### config.mk
export PLATFORM = sky130hd
export DESIGN_NAME = pcie_stream_rr_arbiter
export DESIGN_NICKNAME = d
export VERILOG_FILES = /design/src/rtl/pcie_stream_rr_arbiter.sv
export SDC_FILE = /design/constraint.sdc
export NUM_CORES = 1
export LEC_CHECK = 0
export BUFFER_PORTS_ARGS = -buffer_cell sky130_fd_sc_hd__buf_2
export CORE_MARGIN = 8
export CORE_UTILIZATION = 40
export CTS_CLUSTER_DIAMETER = 150
export CTS_CLUSTER_SIZE = 30
export DETAILED_ROUTE_END_ITERATION = 16
export HOLD_SLACK_MARGIN = 0.02
export PLACE_DENSITY = 0.82
export SLEW_MARGIN = 10
export SYNTH_ARGS = -nofsm -noshare
export SYNTH_HDL_FRONTEND = slang
export SYNTH_SLANG_ARGS = --single-unit
export TNS_END_PERCENT = 5
### constraint.sdc
create_clock -name i_clk -period 2.45 [get_ports i_clk]
set_input_delay 0.49 -clock i_clk [delete_from_list [all_inputs] [get_ports i_clk]]
set_output_delay 0.49 -clock i_clk [all_outputs]
set_load 0.1 [all_outputs]
### src/rtl/pcie_stream_rr_arbiter.sv
// Round-robin packet arbiter: merges NREQ valid/ready streams into one registered
// stream, holding the grant from a packet's first beat through its last beat.
module pcie_stream_rr_arbiter #(
    parameter  int unsigned NREQ = 4,
    parameter  int unsigned DW   = 8,
    localparam int unsigned IW   = $clog2(NREQ)
) (
    input  logic                 i_clk,
    input  logic                 i_reset_n,
    input  logic [NREQ-1:0]      i_valid,
    output logic [NREQ-1:0]      o_ready,
    input  logic [NREQ*DW-1:0]   i_data,
    input  logic [NREQ-1:0]      i_last,
    output logic                 o_valid,
    input  logic                 i_ready,
    output logic [DW-1:0]        o_data,
    output logic                 o_last,
    output logic [IW-1:0]        o_grant,
    output logic                 o_busy
);

    localparam int unsigned CW = IW + 1;

    localparam logic [0:0] ST_IDLE   = 1'b0;
    localparam logic [0:0] ST_LOCKED = 1'b1;

    logic [0:0]      state_q,  state_d;
    logic [IW-1:0]   grant_q,  grant_d;
    logic [IW-1:0]   rr_ptr_q, rr_ptr_d;
    logic            valid_q,  valid_d;
    logic [DW-1:0]   data_q,   data_d;
    logic            last_q,   last_d;

    logic            out_free;
    logic            owner_valid;
    logic            owner_last;
    logic [DW-1:0]   owner_data;
    logic            beat_acc;
    logic            last_acc;
    logic            arb_en;
    logic [IW-1:0]   ptr_next;
    logic [IW-1:0]   arb_base;
    logic [NREQ-1:0] arb_req;
    logic [CW-1:0]   cand;
    logic            win_found;
    logic [IW-1:0]   win_idx;

    // Select the current owner's beat
    always_comb begin
        owner_valid = 1'b0;
        owner_last  = 1'b0;
        owner_data  = '0;
        for (int unsigned k = 0; k < NREQ; k++) begin
            if (grant_q == IW'(k)) begin
                owner_valid = i_valid[k];
                owner_last  = i_last[k];
                owner_data  = i_data[k*DW +: DW];
            end
        end
    end

    // Handshake qualifiers
    always_comb begin
        out_free = !valid_q || i_ready;
        beat_acc = (state_q == ST_LOCKED) && out_free && owner_valid;
        last_acc = beat_acc && owner_last;
        arb_en   = (state_q == ST_IDLE) || last_acc;
        ptr_next = (grant_q == IW'(NREQ - 1)) ? '0 : grant_q + IW'(1);
    end

    // Round-robin search; on a finishing packet the owner's consumed valid is masked
    // and the search starts just past it, so it ranks last in this round.
    always_comb begin
        arb_base  = last_acc ? ptr_next : rr_ptr_q;
        win_found = 1'b0;
        win_idx   = '0;
        cand      = '0;
        for (int unsigned k = 0; k < NREQ; k++) begin
            arb_req[k] = i_valid[k] && !(last_acc && (grant_q == IW'(k)));
        end
        for (int unsigned i = 0; i < NREQ; i++) begin
            cand = CW'(arb_base) + CW'(i);
            if (cand >= CW'(NREQ)) begin
                cand = cand - CW'(NREQ);
            end
            if (!win_found && arb_req[cand[IW-1:0]]) begin
                win_found = 1'b1;
                win_idx   = cand[IW-1:0];
            end
        end
    end

    // Next-state and output-stage logic
    always_comb begin
        state_d  = state_q;
        grant_d  = grant_q;
        rr_ptr_d = rr_ptr_q;
        valid_d  = valid_q;
        data_d   = data_q;
        last_d   = last_q;

        if (arb_en) begin
            if (win_found) begin
                state_d = ST_LOCKED;
                grant_d = win_idx;
            end else begin
                state_d = ST_IDLE;
            end
        end

        if (last_acc) begin
            rr_ptr_d = ptr_next;
        end

        if (out_free) begin
            valid_d = beat_acc;
            if (beat_acc) begin
                data_d = owner_data;
                last_d = owner_last;
            end
        end
    end

    always_ff @(posedge i_clk) begin
        if (!i_reset_n) begin
            state_q  <= ST_IDLE;
            grant_q  <= '0;
            rr_ptr_q <= '0;
            valid_q  <= 1'b0;
            data_q   <= '0;
            last_q   <= 1'b0;
        end else begin
            state_q  <= state_d;
            grant_q  <= grant_d;
            rr_ptr_q <= rr_ptr_d;
            valid_q  <= valid_d;
            data_q   <= data_d;
            last_q   <= last_d;
        end
    end

    // Only the owner is ready, and only when the output stage can take a beat
    always_comb begin
        for (int unsigned k = 0; k < NREQ; k++) begin
            o_ready[k] = i_reset_n && (state_q == ST_LOCKED) && (grant_q == IW'(k)) && out_free;
        end
    end

    assign o_valid = valid_q;
    assign o_data  = data_q;
    assign o_last  = last_q;
    assign o_grant = grant_q;
    assign o_busy  = (state_q == ST_LOCKED);

endmodule

Word level (Yosys, flattened, before mapping)
Index checks and enable logic that the tools add are counted.
W data, S select, Z words.
Storage, ports and cells
  bits in registers: 15
  input port bits: 43
  output and inout port bits: 17
  word-level logic and storage cells: 97
Operators by class
  add/subtract/negate cells: 8
  magnitude comparators: 8
  eq/ne operators: 3
  muxes and demuxes: 35
  bitwise operators: 1
  reduce and logical (&&, ||, !) cells: 36
Operators by type and width (count)
  $mux W8: 4
  $logic_and A1 B1 Y1: 23
  $mux W2: 10
  $mux W1: 17
  $lt A2 B3 Y1 const B: 4
  $ge A3 B3 Y1 const B: 3
  $bmux W1 S2: 4
  $logic_not A1 Y1: 8
  $sub A2 B1 Y2 const B: 4
  $add A2 B2 Y3 const B: 2
  $eq A2 B2 Y1 const B: 2
  $reduce_and A2 Y1: 2
  $add A2 B1 Y3 const B: 1
  $ge A2 B3 Y1 const B: 1
  $add A2 B1 Y2 const B: 1
  $eq A2 B1 Y1 const B: 1
  $logic_not A2 Y1: 1
  $logic_or A1 B1 Y1: 2
  $not A1 Y1: 1

Depth between registers and ports, before layout
Gate-level depths: netlist of run 1.
  depth in word-level cells: 23
  gate-level depth with buffers: 10
  depth with buffers taken out: 8

Worst setup path before layout of run 1
Ideal clock, no wire load.
  kind: register -> output
  start: register grant_q[0] (netlist: o_grant[0])
  end: output port o_ready[3]
  arrival: 2.841 ns
  data required time: 1.960 ns
  path slack: -0.881 ns
  cell stages (with the launch flop): 5
  path through: dfxtp_1 > ha_1 > clkbuf_1 > clkbuf_1 > and3_1
Between the ends
  longest elaborated chain between the ends: 3
RTL lines
  start: declaration: line 28  | logic [IW-1:0] grant_q, grant_d;
  start signal: assignment: line 134  | grant_q <= grant_d;
  $eq A2 B2 Y1: line 145  | o_ready[k] = i_reset_n && (state_q == ST_LOCKED) && (grant_q == IW'(k)) && out_free;
  $logic_and A1 B1 Y1 (2 in a row): line 145
  end: declaration: line 11  | output logic [NREQ-1:0] o_ready,
No other way between the ends.

Final worst setup path of run 1
  start: register grant_q[0] (netlist: o_grant[0])
  end: register grant_q[0] (netlist: o_grant[0])
Between the ends
  longest elaborated chain between the ends: 23
  elaborated cells between the ends (all ways): 68
RTL lines
  branches (longest 23 deep; another with $add A2 B1 Y3)
Several ways; the timed one is not identified. The select of a mux whose other input is x is not followed.
A chain may end at the register's enable or synchronous reset.

==> metrics.yaml, run 1 <==
timing:
  slew_viol_final: 0
  fin_crit_sh: 0.993
  tns_ns: 0
  finClkSkew_ns: 0.00322
  hold_viol_final: 0
  fmax_mhz: 411
  setup_viol: 0
  hold_ws_ns: 0.508
  rsz0062_at_grt: "yes"
  period_minus_slack_ns: 2.43
  tightest_slew_ns: 0.554
  relSlewSlack: 0.630
final_layout:
  seq_area_um2: 305
  finalNonFillerCells: 240
  utilization: 0.571
  layout_commonest_cell: "buf_2"
  antenna_cells: 0
  multi_input_area_um2: 826
  nFillCells: 276
  finish.net_count: 257
  area_growth_pct: 35.2
  drive_gt1_frac: 0.378
  final_cell_mix: "58 x buf_2, 22 x nor2_1, 13 x a21oi_1, 13 x dfxtp_1, 8 x a211oi_1"
yosys:
  synth_area_leaders: "dfxtp_1 26%, nor2_1 7.4%, a21oi_1 5.6%, a221oi_1 5.3%, mux2i_1 5.2%"
  syn_area_mm2: 0.00116
  netlist.area_leader.share: 0.258
  synth_top_area_cell: "dfxtp_1"
  synth_edf_count: 0
  ys_types: 43
  ys_seq_area_frac: 0.258
  ys_seq_elements: 15
  syn-instance-count: 148
  yosys_warnings: 0
  synthArstFlopShare: 0
  synth-main-ff-cell: "dfxtp_1"
  syn_nets: 195
  avgSynthCellArea_um2: 7.87
clock_tree:
  h-tree-depth: 1
  cts_buffers: 3
  postCtsHoldBufs: 0
  cts-root-buf: "clkbuf_4"
  cts_sinks: 15
  clkSlewWorstSetupHoldPaths_ns: 0.10
  cts_setup_buffers: 0
  clk_latency_ns: 0.29
  clk_path_buf_depth: 2
  cts_tree: "built"
detailed_routing:
  vias: 1424
  post-route-drc-count: 0
  antenna_left: 0
  top_layer_used: "met4"
  m1WireLength_mm: 1.61
  routedWlPerCell_um: 17.1
  vias_per_cell: 5.93
  dr.pass1.iters: 5
  wl_met2_mm: 1.98
  route.met3.wl_um: 406
  routed_wl_mm: 4.10
  drt_iter0_drc: 85
power:
  ir_drop_uv: 472
  p_leak_nw: 0.724
  power.total_mw: 0.993
  p_per_area_mw_per_mm2: 631
run:
  max_cap_viol_count: 0
global_route:
  grt-ovfl-total: 0
  antenna_found_initial: 0
  track_usage: 0.156
  grt_max_degree: 22
  grt_pass1_wl_mm: 6.43
  grt_pass1_vias: 1376
place:
  place_congestion: 0.933
  dp_hpwl_mm: 3.18
  dp_cells: 236
  io_buffer_count: 59
floorplan:
  fp-row-count: 19
  die_h_um: 70.0
  core_mm2: 0.00276
  die_width_um: 70.0
  dieArea_mm2: 0.00490
  initial_core_util: 0.422
  io_pins: 60
run_status:
  status: "completed"
setup_path:
  cp.required_ns: 2.64
  path_class: "reg -> reg"
  cp_max_fo: 6
  endpoint_kind: "flip-flop"
  cp.arrival_ns: 2.63
  r2r_setup_slack_ns: 0.02
  startpoint_type: "flip-flop"
hold_path:
  hp-class: "reg -> reg"
-- final cells by class --
class | instances | share of cell area
multi-input combinational | 119 | 0.524
timing repair buffer | 65 | 0.226
sequential | 15 | 0.194
tap | 31 | 0.0246
clock buffer | 3 | 0.0143
inverter | 6 | 0.0143
clock inverter | 1 | 0.00318
-- power by group --
part           internal [mW]  total, mW  leakage [nW]  switching, mW
Sequential             0.272      0.293         0.124         0.0204
Combinational          0.161      0.549         0.582          0.388
Clock                 0.0608      0.151        0.0177         0.0905
-- stage by stage --
stage | cell area (µm²) | setup WS (ns)
floorplan | 1180 | -0.158
global placement | 1530 | 0.111
detailed placement | 1530 | 0.00172
CTS | 1570 | 0.0396
global route | 1580 | -0.0822
finish | 1580 | 0.0175
-- synthesized netlist by cell type, types with 3 or more instances --
library cell,n
nor2_1,23
dfxtp_1,15
a21oi_1,13
a211oi_1,8
a221oi_1,7
nor3_1,7
and3_1,6
clkbuf_1,6
inv_1,6
mux2i_1,6
nor2b_1,5
o21ai_0,5
ha_1,4
nand2_1,4
and2_1,3
-- registers in the layout, indices dropped and copies added, names as in the netlist --
name / count
o_data: 8
o_last: 1
o_grant: 2
o_valid: 1
o_busy: 1
rr_ptr_q: 2
-- metal layers --
layer,up-vias,track usage
met5,-,0
met4,0,0.0647
met3,13,0.0650
met2,79,0.259
met1,652,0.170
li1,680,-
-- worst max-delay path: stages, from the launching register on --
cell	delay, ns
dfxtp_4	0.38
inv_1	0.07
ha_1	0.29
and4bb_1	0.27
a2111oi_4	0.42
or2_1	0.23
a2111oi_2	0.10
or3_1	0.32
o32ai_1	0.24
-- final timing paths --
kind | endpoint | from | cells after the start
setup / recovery | o_grant[0] | o_grant[0] | 8
hold / removal | o_data[5] | o_data[5] | 2
hold reg to reg | o_data[5] | o_data[5] | 2
setup reg to reg | o_grant[0] | o_grant[0] | 8
-- timing repair --
item	in CTS	in global routing
pin swaps	0	0
cloned	0	0
gates resized for setup	2	2
endpoints found under the setup margin	1	11
-- cell families after synthesis --
group / share of synthesized area
flops: 0.258
compound gates: 0.318
mux: 0.0644
buf+inv: 0.0526
fa+ha+maj: 0.0430
simple gates: 0.264
No activity file was read; power rests on OpenSTA's default activity.
==> inputs of run 2 (changes only) <==
--- a/config.mk
+++ b/config.mk
@@ -6,13 +6,15 @@
 export NUM_CORES = 1
 export LEC_CHECK = 0
 export BUFFER_PORTS_ARGS = -buffer_cell sky130_fd_sc_hd__buf_2
-export CORE_MARGIN = 8
-export CORE_UTILIZATION = 40
+export CELL_PAD_IN_SITES_DETAIL_PLACEMENT = 0
+export CELL_PAD_IN_SITES_GLOBAL_PLACEMENT = 1
+export CORE_MARGIN = 5
+export CORE_UTILIZATION = 31
 export CTS_CLUSTER_DIAMETER = 150
 export CTS_CLUSTER_SIZE = 30
 export DETAILED_ROUTE_END_ITERATION = 16
 export HOLD_SLACK_MARGIN = 0.02
-export PLACE_DENSITY = 0.82
+export PLACE_DENSITY = 0.89
 export SLEW_MARGIN = 10
 export SYNTH_ARGS = -nofsm -noshare
 export SYNTH_HDL_FRONTEND = slang
==> metrics.yaml, run 2 (synthesized netlist as in run 1, its figures left out) <==
detailed_routing:
  routed_wl_mm: 3.72
  m1WireLength_mm: 1.55
  route.met3.wl_um: 349
  top_layer_used: "met4"
  vias: 1350
  drt_iter0_drc: 57
  vias_per_cell: 5.23
  routedWlPerCell_um: 14.4
  wl_met2_mm: 1.82
  post-route-drc-count: 0
  antenna_left: 0
  dr.pass1.iters: 4
setup_path:
  path_class: "reg -> reg"
  cp_max_fo: 6
  cp.arrival_ns: 2.50
  cp.required_ns: 2.60
  endpoint_kind: "flip-flop"
  startpoint_type: "flip-flop"
final_layout:
  antenna_cells: 0
  finish.net_count: 258
  fin_area_mm2: 0.00163
  layout_commonest_cell: "buf_2"
  area_growth_pct: 39.6
  drive_gt1_frac: 0.390
  nFillCells: 396
  final_cell_mix: "58 x buf_2, 22 x nor2_1, 13 x a21oi_1, 13 x dfxtp_1, 8 x a211oi_1"
  largest_reg_flops: 8
  utilization: 0.444
timing:
  fin_crit_sh: 0.956
  period_minus_slack_ns: 2.34
  setup_viol: 0
  relSlewSlack: 0.639
  finClkSkew_ns: 0.00647
  fmax_mhz: 427
  slew_viol_final: 0
  tightest_slew_ns: 0.541
  tns_ns: 0
  hold_viol_final: 0
power:
  ir_drop_uv: 333
  p_per_area_mw_per_mm2: 640
  p_int_mw: 0.548
  p_sw_mw: 0.493
  p_sw_frac: 0.474
  clockPowerShare: 0.196
  seqPwrFrac: 0.281
  p_comb_frac: 0.523
  p_leak_nw: 0.734
floorplan:
  initial_core_util: 0.318
  die_width_um: 71.3
  dieArea_mm2: 0.00508
  io_pins: 60
  fp-row-count: 22
  die_h_um: 71.3
  core_mm2: 0.00366
global_route:
  grt_pass1_vias: 1330
  grt_pass1_wl_mm: 5.73
  grt-ovfl-total: 0
  track_usage: 0.138
  grt_max_degree: 19
  antenna_found_initial: 0
clock_tree:
  cts_setup_buffers: 0
  cts_sinks: 15
  cts-root-buf: "clkbuf_8"
  postCtsHoldBufs: 0
  h-tree-depth: 1
  clkSlewWorstSetupHoldPaths_ns: 0.07
  clk_latency_ns: 0.25
  cts_buffers: 3
  cts_tree: "built"
  clk_path_buf_depth: 2
place:
  dp_hpwl_mm: 3.01
  placed_area_mm2: 0.00156
  place_congestion: 0.838
  io_buffer_count: 59
run:
  max_cap_viol_count: 0
hold_path:
  hp-class: "reg -> reg"
run_status:
  status: "completed"
## run 2: cell count changes in the layout (fill, tap and decap cells not counted)
cell,delta
nor3_2,+1
nor3_4,-1
ha_1,-1
a32oi_2,+1
clkbuf_4,-3
ha_2,+1
clkbuf_8,+3
a32oi_1,-1
buf_4,+1
## run 2: stage by stage
stage	total power [mW]	setup slack [ns]	cells	hold WS [ns]
after global placement	0.834	0.140	254	0.474
after detailed placement	0.838	-0.0228	254	0.494
after global routing	1.10	-0.00185	258	0.523
after CTS	1.04	0.116	258	0.503
after floorplan	0.711	-0.158	148	0.533
final	1.04	0.107	258	0.502
## run 2: power groups by stage
| stage | sequential, mW | combinational (mW) | clock (mW) |
|---|---|---|---|
| 2_1_floorplan | 0.478 | 0.233 | 0 |
| 3_3_place_gp | 0.297 | 0.537 | 0 |
| 3_5_place_dp | 0.297 | 0.541 | 0 |
| 4_1_cts | 0.293 | 0.544 | 0.208 |
| 5_1_grt | 0.296 | 0.582 | 0.222 |
| 6_report | 0.293 | 0.545 | 0.204 |
## run 2: metal layers
metal	vias to the layer above	track usage
li1	681	-
met1	612	0.163
met2	55	0.245
met3	2	0.0491
met4	0	0.0188
met5	-	0
## run 2: layout make-up
class                      instances  area [µm²]  share of cell area
sequential                        15         305               0.188
tap                               48        60.1              0.0369
clock inverter                     1        5.00             0.00308
timing repair buffer              66         363               0.223
inverter                           6        22.5              0.0138
clock buffer                       3        41.3              0.0254
multi-input combinational        119         830               0.510
## run 2: path summary, 6_finish.rpt
check             startpoint    endpoint  slack [ns]  cells after the start
hold reg to reg    o_data[3]   o_data[3]        0.50                      2
setup reg to reg  o_grant[0]  o_grant[0]        0.11                      8
hold / removal     o_data[3]   o_data[3]        0.50                      2
setup / recovery  o_grant[0]  o_grant[0]        0.11                      8
## run 2: worst max-delay path, cell delays in order, from the launching register on
cell	delay, ns
dfxtp_4	0.36
inv_1	0.10
ha_1	0.26
and4bb_1	0.31
a2111oi_4	0.06
or2_1	0.28
a2111oi_2	0.53
a32oi_2	0.19
o32ai_1	0.15
## run 2: repair_timing
item                       4_1_cts  5_1_grt
resized for setup                1        4
hold endpoints to repair         0        0
setup endpoints to repair        2        6
pin swaps                        0        1
==> inputs of run 3 (changes only) <==
--- a/config.mk
+++ b/config.mk
@@ -8,13 +8,14 @@
 export BUFFER_PORTS_ARGS = -buffer_cell sky130_fd_sc_hd__buf_2
 export CELL_PAD_IN_SITES_DETAIL_PLACEMENT = 0
 export CELL_PAD_IN_SITES_GLOBAL_PLACEMENT = 1
+export CORE_ASPECT_RATIO = 0.7
 export CORE_MARGIN = 5
-export CORE_UTILIZATION = 31
+export CORE_UTILIZATION = 28
 export CTS_CLUSTER_DIAMETER = 150
 export CTS_CLUSTER_SIZE = 30
 export DETAILED_ROUTE_END_ITERATION = 16
 export HOLD_SLACK_MARGIN = 0.02
-export PLACE_DENSITY = 0.89
+export PLACE_DENSITY = 0.87
 export SLEW_MARGIN = 10
 export SYNTH_ARGS = -nofsm -noshare
 export SYNTH_HDL_FRONTEND = slang
==> constraint.sdc (replaced) <==
create_clock -name i_clk -period 2.1 [get_ports i_clk]
set_input_delay 0.42 -clock i_clk [delete_from_list [all_inputs] [get_ports i_clk]]
set_output_delay 0.42 -clock i_clk [all_outputs]
set_load 0.1 [all_outputs]
==> metrics.yaml, run 3 (synthesized netlist as in run 1, its figures left out) <==
setup_path:
  critPathTopFamily: "compound AO/OA/AOI/OAI gates"
  cpMaxStageDelayCell: "dfxtp_4"
  reg2reg_depth: 9
  startpoint_type: "flip-flop"
  cp_max_fo: 5
  cpPeakStageDelay_ns: 0.41
  endpoint_kind: "flip-flop"
  path_class: "reg -> reg"
  r2r-end: "o_grant[1]"
  critPathBufInv: 2
  cp.required_ns: 2.27
  crit_chain: "inv_4, ha_4, buf_6, nor3b_4, a211o_1, nor3_4, mux2_4, a221o_1, o22ai_1"
  r2r_setup_slack_ns: -0.23
  r2r_start: "o_grant[0]"
  cp.arrival_ns: 2.50
clock_tree:
  postCtsHoldBufs: 0
  cts_tree: "built"
  cts-root-buf: "clkbuf_8"
  clkSlewWorstSetupHoldPaths_ns: 0.07
  cts_sinks: 15
  cts_buffers: 3
  h-tree-depth: 1
  clk_path_buf_depth: 2
  clk_latency_ns: 0.25
floorplan:
  die_h_um: 64.0
  dieArea_mm2: 0.00557
  fp-row-count: 19
  die_width_um: 87.1
  io_pins: 60
  core_mm2: 0.00397
  initial_core_util: 0.293
final_layout:
  finish.net_count: 280
  antenna_cells: 0
  drive_gt1_frac: 0.487
  multi_input_area_um2: 887
  layout_commonest_cell: "buf_2"
  largest_reg_flops: 8
  utilization: 0.481
  nFillCells: 372
  seq_area_um2: 310
  final_cell_mix: "55 x buf_2, 28 x buf_4, 22 x nor2_1"
  area_growth_pct: 64.0
detailed_routing:
  antenna_left: 0
  vias: 1427
  routedWlPerCell_um: 14.7
  drt_iter0_drc: 103
  dr.pass1.iters: 4
  routed_wl_mm: 4.17
  post-route-drc-count: 0
  vias_per_cell: 5.02
power:
  p_per_area_mw_per_mm2: 684
  p_sw_mw: 0.608
  p_leak_nw: 0.861
  clockPowerShare: 0.187
  ir_drop_uv: 393
  p_int_mw: 0.699
  seqPwrFrac: 0.264
  p_sw_frac: 0.465
  p_comb_frac: 0.548
timing:
  hold_ws_ns: 0.491
  fin_ws_ns: -0.227
  tns_ns: -0.462
  finClkSkew_ns: 0.00527
  slew_viol_final: 0
  fmax_mhz: 430
  relSlewSlack: 0.597
  period_minus_slack_ns: 2.33
  rsz0062_at_grt: "yes"
  setup_viol: 3
  tightest_slew_ns: 0.605
  fin_crit_sh: 1.11
  hold_viol_final: 0
run:
  max_cap_viol_count: 0
run_status:
  violations: "setup timing"
  status: "finished, violations left"
global_route:
  grt_max_degree: 17
  grt_pass1_wl_mm: 6.65
  track_usage: 0.149
  grt-ovfl-total: 0
  antenna_found_initial: 0
  grt_pass1_vias: 1344
hold_path:
  hp-start: "o_last"
  hp-class: "reg -> reg"
  holdPathEnd: "o_last"
  min_path_cells: 2
place:
  dp_hpwl_mm: 3.33
  dp_slack_ns: -0.262
  place_congestion: 0.914
  io_buffer_count: 59
[run 3: cell types whose count changed in the layout (fill, tap and decap cells not counted), sizes merged]
cell  before  now
buf       66   88
[run 3: cell type report]
type	count	share of cell area
Clock buffer	3	0.0216
Clock inverter	1	0.00262
Inverter	6	0.0131
Multi-Input combinational cell	119	0.464
Sequential cell	15	0.162
Tap cell	52	0.0341
Timing Repair Buffer	88	0.302
[run 3: power by group through the flow]
stage	clock (mW)	sequential, mW	combinational (mW)
CTS	0.254	0.342	0.706
detailed placement	0	0.347	0.688
global route	0.271	0.350	0.766
finish	0.245	0.345	0.717
global placement	0	0.345	0.687
floorplan	0	0.559	0.278
[run 3: worst max-delay path by stage]
stage	startpoint	to	slack, ns	cells after the start
finish	o_grant[0]	o_grant[1]	-0.23	9
global route	o_grant[1]	o_grant[1]	-0.30	8
CTS	o_grant[0]	o_grant[1]	-0.25	9
detailed placement	o_grant[1]	o_grant[0]	-0.26	9
global placement	o_grant[1]	o_data[2]	-0.16	8
floorplan	o_grant[1]	o_grant[1]	-0.24	8
[run 3: metal layers]
metal	vias up	part of all wire	routed length, µm	global-route usage
met5	-	0	0	0
met4	0	0.0065	27	0.0192
met3	2	0.087	364	0.0513
met2	61	0.43	1810	0.208
met1	630	0.47	1970	0.223
li1	734	-	-	-
[run 3: repair_timing]
item | CTS | global route
pin swaps | 7 | 7
gates resized for setup | 8 | 6
buffers inserted | 3 | 2
setup endpoints to repair | 11 | 6
[run 3: through the flow]
step	std cells	total power, mW	area (µm²)
5_1_grt	284	1.39	1910
2_1_floorplan	148	0.838	1200
6_report	284	1.31	1910
4_1_cts	283	1.30	1870
3_5_place_dp	276	1.04	1770
3_3_place_gp	276	1.03	1770
[run 3: tightest hold or removal path, delay by kind of cell (launching register included)]
family / cells / cell delay, ns
AO/OA/AOI/OAI: 1 / 0.06
flip-flops: 1 / 0.33
AND/OR/NAND/NOR: 1 / 0.07
